$ cat config.mk
export PLATFORM = sky130hd
export DESIGN_NAME = ix_arb16
export DESIGN_NICKNAME = d
export VERILOG_FILES = /design/src/rtl/ix_arb_pkg.sv /design/src/rtl/ix_arb_pick.sv /design/src/rtl/ix_arb16.sv
export SDC_FILE = /design/constraint.sdc
export NUM_CORES = 1
export LEC_CHECK = 0
export BUFFER_PORTS_ARGS = -buffer_cell sky130_fd_sc_hd__buf_2
export CORE_MARGIN = 1.5
export CORE_UTILIZATION = 58
export CTS_BUF_LIST = sky130_fd_sc_hd__clkbuf_4 sky130_fd_sc_hd__clkbuf_8
export DETAILED_ROUTE_END_ITERATION = 12
export GPL_TIMING_DRIVEN = 0
export PLACE_DENSITY_LB_ADDON = 0.15
export SLEW_MARGIN = 20
export SYNTH_ARGS = -nofsm -noshare
export SYNTH_HDL_FRONTEND = slang
export SYNTH_SLANG_ARGS = --single-unit
$ cat constraint.sdc
create_clock -name ix_clk -period 5.1 [get_ports ix_clk]
set_input_delay 0 -clock ix_clk [delete_from_list [all_inputs] [get_ports ix_clk]]
set_output_delay 0 -clock ix_clk [all_outputs]
set_load 0.01 [all_outputs]
$ cat src/rtl/ix_arb_pkg.sv
// ix_arb_pkg: shared constants for the ix_arb16 requester arbiter.
// FSM state encodings, requester limit and an index-width helper.
package ix_arb_pkg;

  localparam int NM_MAX = 8;

  localparam logic [1:0] ST_IDLE = 2'd0;
  localparam logic [1:0] ST_REQ  = 2'd1;
  localparam logic [1:0] ST_WAIT = 2'd2;

  function automatic int idx_w(input int n);
    return (n > 1) ? $clog2(n) : 1;
  endfunction

endpackage

$ cat src/rtl/ix_arb_pick.sv
// ix_arb_pick: combinational cyclic priority picker.
// Ports: pend_i (pending mask), ptr_i (search start),
//        grant_o (first pending index at/after ptr), any_o (some pending).
module ix_arb_pick #(
  parameter int NM = 4,
  parameter int GW = 2
) (
  input  logic [NM-1:0] pend_i,
  input  logic [GW-1:0] ptr_i,
  output logic [GW-1:0] grant_o,
  output logic          any_o
);

  // Walk from the farthest offset back to ptr so the
  // nearest pending index is the last (winning) write.
  always_comb begin
    int idx;
    idx     = 0;
    grant_o = '0;
    any_o   = 1'b0;
    for (int k = NM - 1; k >= 0; k--) begin
      idx = int'(ptr_i) + k;
      if (idx >= NM) idx = idx - NM;
      if (pend_i[idx]) begin
        grant_o = GW'(idx);
        any_o   = 1'b1;
      end
    end
  end

endmodule

$ cat src/rtl/ix_arb16.sv
// ix_arb16: round-robin arbiter sharing one 16-bit I-X master port
// between NM requesters, one pending slot per requester.
// Ports: ix_clk/ix_rst_n (async active-low);
//   m_addr/m_wdata/m_be/m_rd/m_req  requester slices, slice i = requester i
//   m_busy/m_ack/m_rdata/m_err      requester status and read return
//   ox_addr/ox_wdata/ox_be/ox_rd/ox_req  shared-port request
//   ox_rdata/ox_busy/ox_ack/ox_err       shared-port response
// Build option: ARB_FIXED_PRI_EN selects fixed priority (requester 0
// highest) instead of round-robin.
module ix_arb16 #(
  parameter int NM = 4,
  parameter int AW = 32,
  parameter int DW = 16,
  parameter int BW = 2
) (
  input  logic             ix_clk,
  input  logic             ix_rst_n,
  input  logic [NM*AW-1:0] m_addr,
  input  logic [NM*DW-1:0] m_wdata,
  input  logic [NM*BW-1:0] m_be,
  input  logic [NM-1:0]    m_rd,
  input  logic [NM-1:0]    m_req,
  output logic [NM-1:0]    m_busy,
  output logic [NM-1:0]    m_ack,
  output logic [DW-1:0]    m_rdata,
  output logic [NM-1:0]    m_err,
  output logic [AW-1:0]    ox_addr,
  output logic [DW-1:0]    ox_wdata,
  output logic [BW-1:0]    ox_be,
  output logic             ox_rd,
  output logic             ox_req,
  input  logic [DW-1:0]    ox_rdata,
  input  logic             ox_busy,
  input  logic             ox_ack,
  input  logic             ox_err
);

  import ix_arb_pkg::*;

  localparam int GW = idx_w(NM);

  logic [AW-1:0] addr_q  [NM];
  logic [DW-1:0] wdata_q [NM];
  logic [BW-1:0] be_q    [NM];
  logic [NM-1:0] rd_q;
  logic [NM-1:0] pend_q;

  logic [1:0]    state_q, state_d;
  logic [GW-1:0] ptr_q, ptr_d;
  logic [GW-1:0] grant_q, grant_d;
  logic [NM-1:0] rack_q, rack_d;
  logic [DW-1:0] rdata_q, rdata_d;

  logic [GW-1:0] pick_ptr;
  logic [GW-1:0] pick_grant;
  logic          pick_any;

  logic [NM-1:0] cap;
  logic [NM-1:0] done;
  logic [NM-1:0] gnt_oh;
  logic          wait_exit;
  logic          active;

  assign gnt_oh    = NM'(1) << grant_q;
  assign wait_exit = (state_q == ST_WAIT) && !ox_busy;
  assign done      = wait_exit ? gnt_oh : '0;

  // A busy slot ignores further requests until it drains.
  assign cap = m_req & ~pend_q;

`ifdef ARB_FIXED_PRI_EN
  assign pick_ptr = '0;
`else
  assign pick_ptr = ptr_q;
`endif

  ix_arb_pick #(
    .NM (NM),
    .GW (GW)
  ) u_pick (
    .pend_i  (pend_q),
    .ptr_i   (pick_ptr),
    .grant_o (pick_grant),
    .any_o   (pick_any)
  );

  always_ff @(posedge ix_clk or negedge ix_rst_n) begin
    if (!ix_rst_n) begin
      for (int i = 0; i < NM; i++) begin
        addr_q[i]  <= '0;
        wdata_q[i] <= '0;
        be_q[i]    <= '0;
      end
      rd_q   <= '0;
      pend_q <= '0;
    end else begin
      for (int i = 0; i < NM; i++) begin
        if (cap[i]) begin
          addr_q[i]  <= m_addr[i*AW +: AW];
          wdata_q[i] <= m_wdata[i*DW +: DW];
          be_q[i]    <= m_be[i*BW +: BW];
          rd_q[i]    <= m_rd[i];
        end
      end
      // cap and done never hit the same slot: done needs pend set.
      pend_q <= (pend_q & ~done) | cap;
    end
  end

  always_comb begin
    state_d = state_q;
    grant_d = grant_q;
    ptr_d   = ptr_q;
    rack_d  = '0;
    rdata_d = rdata_q;
    unique case (state_q)
      ST_IDLE: begin
        if (pick_any) begin
          grant_d = pick_grant;
          state_d = ST_REQ;
        end
      end
      ST_REQ: begin
        state_d = ST_WAIT;
      end
      ST_WAIT: begin
        if (ox_ack && rd_q[grant_q]) begin
          rdata_d = ox_rdata;
          rack_d  = gnt_oh;
        end
        if (!ox_busy) begin
          state_d = ST_IDLE;
`ifndef ARB_FIXED_PRI_EN
          ptr_d = (grant_q == GW'(NM - 1)) ?
                  '0 : grant_q + 1'b1;
`endif
        end
      end
      default: begin
        state_d = ST_IDLE;
      end
    endcase
  end

  always_ff @(posedge ix_clk or negedge ix_rst_n) begin
    if (!ix_rst_n) begin
      state_q <= ST_IDLE;
      ptr_q   <= '0;
      grant_q <= '0;
      rack_q  <= '0;
      rdata_q <= '0;
    end else begin
      state_q <= state_d;
      ptr_q   <= ptr_d;
      grant_q <= grant_d;
      rack_q  <= rack_d;
      rdata_q <= rdata_d;
    end
  end

  assign active   = (state_q != ST_IDLE);
  assign ox_req   = (state_q == ST_REQ);
  assign ox_addr  = active ? addr_q[grant_q]  : '0;
  assign ox_wdata = active ? wdata_q[grant_q] : '0;
  assign ox_be    = active ? be_q[grant_q]    : '0;
  assign ox_rd    = active ? rd_q[grant_q]    : 1'b0;

  // Writes are posted: acked on acceptance, never on completion.
  assign m_ack   = (m_req & ~m_rd & ~pend_q) | rack_q;
  assign m_busy  = pend_q;
  assign m_rdata = rdata_q;
  assign m_err   = {NM{ox_err}};

endmodule
* Word-level counts from Yosys, hierarchy flattened
Index checks and enable logic that the tools add are counted.
** Storage, ports and cells
- Memory bits (read-only) :: 0
- Latch bits :: 0
- Output and inout port bits :: 80
- Memories :: 0
- Bits in writable memories :: 0
- Word-level logic and storage cells :: 112
- Register bits after elaboration :: 234
- Input bits :: 229
** Operators by class
- Add/subtract/negate cells :: 8
- Reduce and logical (&&, ||, !) cells :: 9
- Multiplexer cells :: 46
- $mul :: 0
- Shift-type cells :: 1
- $lt $le $gt $ge :: 10
- Eq/ne operators :: 5
- Bitwise gates (word level) :: 11
- Div/mod/pow operators :: 0
** Operators with widths (number)
- 2-to-1 mux 32 bit :: 7
- < comparator 32 x 4 -> 1 bit, second input constant :: 4
- greater-or-equal comparator 32 x 4 -> 1 bit, second input constant :: 3
- subtractor 32 x 4 -> 32 bit, second input constant :: 3
- binary-select mux 32 bit (select 2 bit) :: 1
- 2-to-1 mux 16 bit :: 3
- binary-select mux 16 bit (select 2 bit) :: 1
- 2-to-1 mux 2 bit :: 10
- bitwise AND 4 bit :: 4
- 2-to-1 mux 1 bit :: 14
- 2-to-1 mux 4 bit :: 3
- NOT 4 bit :: 3
- binary-select mux 1 bit (select 2 bit) :: 5
- bitwise OR 4 bit :: 2
- AND reduction 2 bit :: 4
- adder 2 x 2 -> 3 bit, second input constant :: 2
- case mux 2 bit (3 select lines) :: 1
- binary-select mux 2 bit (select 2 bit) :: 1
- == test 2 bit, second input constant :: 2
- != test 2 bit, second input constant :: 2
- left shift 1 x 2 -> 4 bit, first input constant :: 1
- subtractor 2 x 3 -> 4 bit, second input constant :: 1
- adder 2 x 1 -> 3 bit, second input constant :: 1
- greater-or-equal comparator 2 x 3 -> 1 bit, second input constant :: 1
- other kinds (10) :: 11

* Depth between registers and ports, before layout
Gate-level depths: netlist of run 1.
- Word-level depth :: 12
- Gate-level depth with buffers :: 6
- Depth with buffers taken out :: 4

* Hierarchy
From an unflattened synthesis of run 1, not the netlist that was laid out.
** Unflattened totals
- Cell total of the unflattened synthesis :: 663
- Area total of the unflattened synthesis :: 10428.8 sq um
** Modules (own cells, without submodules)
- ix_arb16 :: times used 1, cells an instance 650, area each 10351.2 sq um, sequential area each 5855.6 sq um
- ix_arb_pick :: times used 1, cells an instance 13, area each 77.6 sq um, sequential area each 0.0 sq um

* Least setup slack after synthesis of run 1
No wires, ideal clock.
- Path kind :: register to register
- Start :: register grant_q[0]
- End :: register rdata_q[0] (netlist: m_rdata[0])
- Required time :: 4975 ps
- Data arrival time :: 1564 ps
- Path buffers :: 2
- Clock period less this slack :: 1689 ps
- Stages on the path, launching flop included :: 6
- Setup time :: 125 ps
- Setup slack :: 3411 ps
- Cells stage by stage :: dfrtp_1 buf_6 mux4_2 nand3_2 buf_6 mux2_2
** On the way
- Longest elaborated chain between the ends :: 4
** Ends and longest elaborated chain
- start, declared :: line ix_arb16.sv:50 : logic [GW-1:0] grant_q, grant_d;
- start signal, assigned :: line ix_arb16.sv:155 : grant_q <= grant_d;
- binary-select mux 1 bit (select 2 bit) :: line ix_arb16.sv:127 : if (ox_ack && rd_q[grant_q]) begin
- 2-to-1 mux 1 bit (not written as such) :: line ix_arb16.sv:127
- logical AND 1 bit :: line ix_arb16.sv:127
- AND reduction 2 bit (no source line)
- end signal, assigned :: line ix_arb16.sv:157 : rdata_q <= rdata_d;
- end, declared :: line ix_arb16.sv:52 : logic [DW-1:0] rdata_q, rdata_d;
No other way between the ends. The select of a mux whose other input is x is not followed.
A chain may end at the register's enable or synchronous reset.

* Final worst setup path of run 1
- Start :: register grant_q[1]
- End :: output ox_wdata[7]
** On the way
- Longest elaborated chain between the ends :: 5
** Ends and longest elaborated chain
- NOT 2 -> 3 bit (not written as such) :: line ix_arb16.sv:164 : assign ox_wdata = active ? wdata_q[grant_q] : '0;
- binary-select mux 16 bit (select 2 bit) :: line ix_arb16.sv:164
- 2-to-1 mux 16 bit (not written as such) (2 in a row) :: line ix_arb16.sv:164
- 2-to-1 mux 16 bit :: line ix_arb16.sv:164
- end, declared :: line ix_arb16.sv:28 : output logic [DW-1:0] ox_wdata,
No other way between the ends. The select of a mux whose other input is x is not followed.

==> key figures, run 1 <==
Routing
  • WL per Instance: 23.5 um
  • Post-route ant nets: 0
  • DRC: 0
  • DRT Pass-1 Iters: 5
  • Via-to-Cell Ratio: 5.66
  • Wirelength, routed: 35.5 mm
  • Vias: 8540
  • DRT iter0 DRCs: 447

Critical path
  • FF-to-FF Start: grant_q[0]
  • Crit. Startpoint: grant_q[1]
  • CP Launch Type: flop
  • Reg2Reg Depth: 6
  • Worst-path fanout max: 10
  • Required time of the critical path: 5100 ps
  • CP Class: reg2out
  • Worst reg2reg path endpoint: m_rdata[10]
  • Max stage delay on crit path: 600 ps
  • Slowest CP cell: clkbuf_1
  • Worst setup path endpoint: ox_wdata[7]
  • WP data arrival: 2530 ps
  • Worst R2R Setup Slack: 2640 ps
  • CP Cell Sequence: buf_2 -> clkbuf_1 -> mux4_2 -> nor2b_1 -> buf_2
  • CP endpoint kind: output pin
  • Critical Path Most Common Cell: buf_2

GRT
  • Initial antenna violation count: 4
  • Vias in the first global route: 9783
  • Gr usage total: 38.6%
  • First-pass GRT wire length: 53.1 mm
  • Largest net degree at the start of global routing: 100
  • Total grt overflow: 0

Power and ir drop
  • Total Power: 9310 uW
  • Pwr Density: 597 mW/mm2
  • Leakage power: 0.00719 uW
  • Peak supply drop: 0.000403 V

Clocking
  • Worst-path clk slew: 60 ps
  • Worst skew pair latency: 560 ps
  • Clock sinks: 234
  • Post-cts resize count: 0
  • CTS tree: yes
  • Post-CTS Hold Buffers: 240
  • H-tree depth: 2
  • CTS buffer count: 41
  • Post-CTS setup buffers: 0
  • Max Root-Sink Buffers: 3
  • CTS root buf: clkbuf_8

Flow run
  • Max Cap Violations: 0

Layout
  • Area grow syn2layout: 49.9%
  • Layout cells sized above 1: 53.9%
  • Final Util: 89.5%
  • Layout Nets: 1484

Logic synthesis
  • Syn. warnings: 0
  • Asr flop ratio synth: 100%
  • Top FF cell, synth: dfrtp_1
  • Top-count cell post-synth: dfrtp_1
  • Dominant cells by area after synthesis: dfrtp_1, mux2_2, mux4_2
  • Post-synthesis adder-cell area fraction: 0.481%
  • Post-Synth XOR/XNOR Area: 0%
  • Post-synthesis mux area share: 35.2%
  • Flops & latches, synth: 234
  • Seq/Total Area, Yosys: 56.3%
  • Complex-gate fraction of the synthesized area: 1.14%
  • Mean post-synth cell area: 15.8 um2
  • Synth Cell Area: 0.0104 mm2
  • Synth top area share: 56.3%
  • EDFF count, synth: 0
  • Syn_nets: 892
  • Post-synth top area cell: dfrtp_1
  • Yosys cell types: 22
  • Commonest cells post-synth: dfrtp_1, mux2_2, nor2b_1
  • Combinational family with the most area after synthesis: multiplexers
  • Synth Area in Simple Gates: 4.10%
  • Syn Inst Count: 659

Place
  • Number of I/O port buffers: 307
  • Place WS: 3040 ps
  • RePlAce Congestion: 0.789
  • DP HPWL: 18.1 mm

STA
  • Slew headroom: 43.7%
  • Setup-failing EPs final: 0
  • RSZ-0062 raised after global routing: false
  • Period utilization: 49.7%
  • Clock Skews: 11.7 ps
  • Measured slew at the worst slew-check pin: 842 ps
  • Final hold vios: 0
  • Final min period: 2530 ps
  • Setup WS post-layout: 2570 ps
  • Slew Viols, Final: 0
  • Peak Freq: 0.395 GHz

Min path
  • Hold Path Class: in2async

Floorplanning
  • Core area: 0.0174 mm2
  • Die height: 137 um
  • Starting Density: 59.7%
  • Die width: 137 um
  • Ports: 309
  • Core Rows: 48
  • Die footprint: 0.0187 mm2

Run status
  • Status: finished, final reports clean
registers in the layout, summed over array words and instances, names as in the netlist:
signal    flops
be_q          8
wdata_q      64
rack_q        4
m_busy        4
addr_q      128
m_rdata      16
state_q       2
grant_q       2
pick_ptr      2
rd_q          4
worst max-delay path, delay by kind of cell, from the launching register on:
family / cells / cell delay (ps)
buffers and inverters: 3 / 1000
muxes: 1 / 430
DFF: 1 / 390
and+or+nand+nor: 1 / 170
power breakdown:
group | switching [uW] | internal, uW | total [uW]
combinational | 1770 | 2270 | 4050
clock | 807 | 1050 | 1860
sequential | 603 | 2800 | 3400
total | 3180 | 6130 | 9310
placed cells by master (no fill, tap or decap), types with 2 or more instances in the layout:
cell and n:
mux4_2 51, ha_1 4, inv_1 11, buf_16 3
a21o_1 9, diode_2 4, a21oi_1 2, clkbuf_4 17
o21ai_0 2, dfrtp_1 234, dlygate4sd3_1 239, nand2b_1 2
mux2_2 222, buf_2 332, nor2_1 6, clkbuf_8 53
buf_6 3, nand2_1 5, clkbuf_1 13, nor2b_1 58
clkinvlp_4 2, buf_4 5
final cells by class:
class | instances | area [um2]
Tap cell | 225 | 282
Antenna cell | 4 | 10.0
Inverter | 11 | 41.3
Timing Repair Buffer | 549 | 4020
Fill cell | 716 | 1830
Buffer | 47 | 250
Multi-Input combinational cell | 367 | 4250
Clock buffer | 70 | 857
Sequential cell | 234 | 5860
Clock inverter | 3 | 20.0
routing by layer:
layer	wire [um]	track usage, %
met1	12600	42.8
met2	18700	67.7
met3	2460	9.56
met4	1800	22.0
met5	0	0
how the worst min path moves through the flow:
stage               startpoint           to  slack [ps]
floorplan             ix_rst_n    addr_q[0]        -300
global placement        ox_err     m_err[1]         180
detailed placement    ix_rst_n  addr_q[115]         -40
CTS                   ix_rst_n  addr_q[115]          50
global route          ix_rst_n  addr_q[115]          90
finish                ix_rst_n  addr_q[115]          70
per-stage QoR:
| stage | cell area, um2 | TNS [ps] | hold WS, ps | std cells |
|---|---|---|---|---|
| 6_report | 15600 | 0 | 69.9 | 1510 |
| 3_3_place_gp | 12200 | -23540 | 184 | 1191 |
| 3_5_place_dp | 12300 | 0 | -44.1 | 1193 |
| 4_1_cts | 15600 | 0 | 47.1 | 1506 |
| 5_1_grt | 15600 | 0 | 87.8 | 1510 |
| 2_1_floorplan | 10400 | 0 | -296 | 659 |
cell families (layout without fill, tap and decap cells):
group | after synthesis | count (layout)
flip-flops | 234 | 234
AND/OR/NAND/NOR | 72 | 72
AO/OA/AOI/OAI | 17 | 17
adder cells (fa/ha/maj) | 4 | 4
buffers and inverters | 58 | 680
multiplexers | 274 | 274
other | 0 | 4
(Power assumes the default switching activity.)
==> inputs of run 2 (changes only) <==
--- a/config.mk
+++ b/config.mk
@@ -7,7 +7,7 @@
 export LEC_CHECK = 0
 export BUFFER_PORTS_ARGS = -buffer_cell sky130_fd_sc_hd__buf_2
 export CORE_MARGIN = 1.5
-export CORE_UTILIZATION = 58
+export CORE_UTILIZATION = 48
 export CTS_BUF_LIST = sky130_fd_sc_hd__clkbuf_4 sky130_fd_sc_hd__clkbuf_8
 export DETAILED_ROUTE_END_ITERATION = 12
 export GPL_TIMING_DRIVEN = 0
==> constraint.sdc (replaced) <==
create_clock -name ix_clk -period 2.1 [get_ports ix_clk]
set_input_delay 0 -clock ix_clk [delete_from_list [all_inputs] [get_ports ix_clk]]
set_output_delay 0 -clock ix_clk [all_outputs]
set_load 0.01 [all_outputs]
==> key figures, run 2 (same netlist as run 1, synthesis figures left out) <==
Run status
  • Status: complete, but fails checks
  • Failing checks: negative setup slack

Layout
  • Most frequent cells in the layout: buf_2, dfrtp_1, dlygate4sd3_1
  • Layout cells sized above 1: 57.0% (+3.0 points)
  • Commonest non-fill, non-tap cell in the layout: buf_2
  • Max reg flops: 128 (unchanged)
  • Reg with most FFs: addr_q
  • Multi-input logic area: 0.00432 mm2 (+1.6%)
  • Area grow syn2layout: 54.3%
  • Design area: 0.0160 mm2 (+2.9%)
  • Final std cells w/o fill: 1559 (+3.2%)
  • Layout Nets: 1484 (unchanged)
  • FF/Latch Area: 0.00586 mm2 (unchanged)
  • Final Util: 75.9% (-14 points)
  • Fillers: 1346 (+88%)

Power and ir drop
  • Leakage power: 0.00739 uW (+2.8%)
  • Peak supply drop: 0.000771 V (+91%)
  • Pwr Density: 1420 mW/mm2 (+140%)

Clocking
  • CTS tree: yes
  • H-tree depth: 2 (unchanged)
  • Clock sinks: 234 (unchanged)
  • Worst-path clk slew: 60 ps (about the same)
  • Worst skew pair latency: 530 ps (-30 ps)
  • CTS root buf: clkbuf_8
  • Max Root-Sink Buffers: 3 (unchanged)
  • CTS buffer count: 41 (unchanged)

Critical path
  • FF-to-FF Start: grant_q[0]
  • WP data arrival: 2180 ps (-350 ps)
  • Slowest CP cell: mux4_2
  • Reg2Reg Depth: 6 (unchanged)
  • Required time of the critical path: 2100 ps (-3000 ps)
  • CP Class: reg2out
  • CP endpoint kind: output pin
  • Worst R2R Setup Slack: 190 ps (-2450 ps)
  • CP Cell Sequence: buf_6 -> buf_12 -> buf_8 -> buf_12 -> mux4_2 -> nor2b_1 -> buf_2
  • Crit. Startpoint: grant_q[0]
  • CP Launch Type: flop
  • Critical Path Most Common Cell: buf_12
  • Worst-path fanout max: 5 (-5)
  • Max stage delay on crit path: 470 ps (-130 ps)
  • Worst reg2reg path endpoint: m_rdata[9]

Routing
  • DRT Pass-1 Iters: 4 (-1)
  • Via-to-Cell Ratio: 5.08 (-10%)
  • Post-route ant nets: 0 (unchanged)
  • DRC: 0 (unchanged)
  • Wirelength, routed: 30.7 mm (-13%)
  • Vias: 7927 (-7.2%)
  • DRT iter0 DRCs: 323 (-28%)
  • WL per Instance: 19.7 um (-16%)

Floorplanning
  • Die width: 150 um (+9.7%)
  • Starting Density: 49.2% (-11 points)
  • Ports: 309 (unchanged)
  • Die footprint: 0.0226 mm2 (+20%)
  • Core area: 0.0212 mm2 (+21%)
  • Die height: 150 um (+9.7%)
  • Core Rows: 53 (+10%)

STA
  • RSZ-0062 raised after global routing: true
  • Period utilization: 104%
  • Final min period: 2180 ps
  • Setup WS post-layout: -75.9 ps (-2640 ps)
  • Slew Viols, Final: 0 (unchanged)
  • Clock Skews: 19.2 ps (+7.47 ps)
  • Slew headroom: 58.7% (+15 points)
  • Peak Freq: 0.460 GHz
  • Final hold slack: 65.8 ps (-4.11 ps)
  • Setup-failing EPs final: 28 (+28)
  • Measured slew at the worst slew-check pin: 620 ps (-222 ps)
  • Final hold vios: 0 (unchanged)

GRT
  • Vias in the first global route: 8943 (-8.6%)
  • Initial antenna violation count: 3 (-1)
  • Total grt overflow: 0 (unchanged)
  • Gr usage total: 27.7% (-11 points)
  • First-pass GRT wire length: 47.6 mm (-10%)
  • Largest net degree at the start of global routing: 69 (-31%)

Min path
  • Hold Path Class: in2async

Place
  • Post-DP Area: 0.0124 mm2 (+0.73%)
  • Cells after DPL: 1244 (+4.3%)
  • DP HPWL: 18.7 mm (+3.0%)
  • Number of I/O port buffers: 307 (unchanged)
  • RePlAce Congestion: 0.766 (-2.8%)

Flow run
  • Max Cap Violations: 0 (unchanged)
[run 2: layout make-up]
class	count	area share [%]
sequential	234	36.5
multi-input combinational	367	26.9
timing repair buffer	549	26.1
clock buffer	69	5.41
buffer	47	2.45
tap	275	2.14
inverter	11	0.257
clock inverter	3	0.109
antenna	4	0.0624
[run 2: critical path: cells and delay by family, from the launching register on]
| kind | cells | cell delay (ps) |
|---|---|---|
| buffers and inverters | 5 | 650 |
| multiplexers | 1 | 470 |
| flip-flops | 1 | 360 |
| AND/OR/NAND/NOR | 1 | 160 |
[run 2: report_power, final]
group	internal [uW]	switching (uW)
logic	6280	4090
registers	6790	1230
clock network	2590	1840
[run 2: worst max path at each step]
stage                        to
floorplan            m_rdata[0]
global placement     m_rdata[3]
detailed placement  pick_ptr[1]
CTS                 ox_wdata[3]
global route        ox_wdata[3]
finish              ox_wdata[3]
[run 2: through the flow]
step / TNS (ps) / setup WS [ps] / power, uW
finish: -1150 / -75.9 / 22800
global route: -4920 / -155 / 24100
CTS: -2140 / -114 / 22500
detailed placement: -10.8 / -10.8 / 16700
global placement: -766320 / -3300 / 16400
floorplan: 0 / 411 / 13900
[run 2: metal layers]
| metal | share of wire [%] | wire length [um] | global-route usage, % | vias up |
|---|---|---|---|---|
| li1 | - | - | - | 3589 |
| met1 | 40 | 12100 | 33.7 | 4008 |
| met2 | 52 | 16000 | 48.4 | 257 |
| met3 | 5.8 | 1770 | 6.12 | 73 |
| met4 | 2.8 | 860 | 10.2 | 0 |
| met5 | 0 | 0 | 0 | - |
[run 2: what timing repair did]
item,CTS,global route
hold buffers,224,0
cloned,5,0
buffers inserted,9,1
pin swaps,0,0
hold endpoints to repair,402,0
endpoints found under the setup margin,55,54
gates resized for setup,66,22
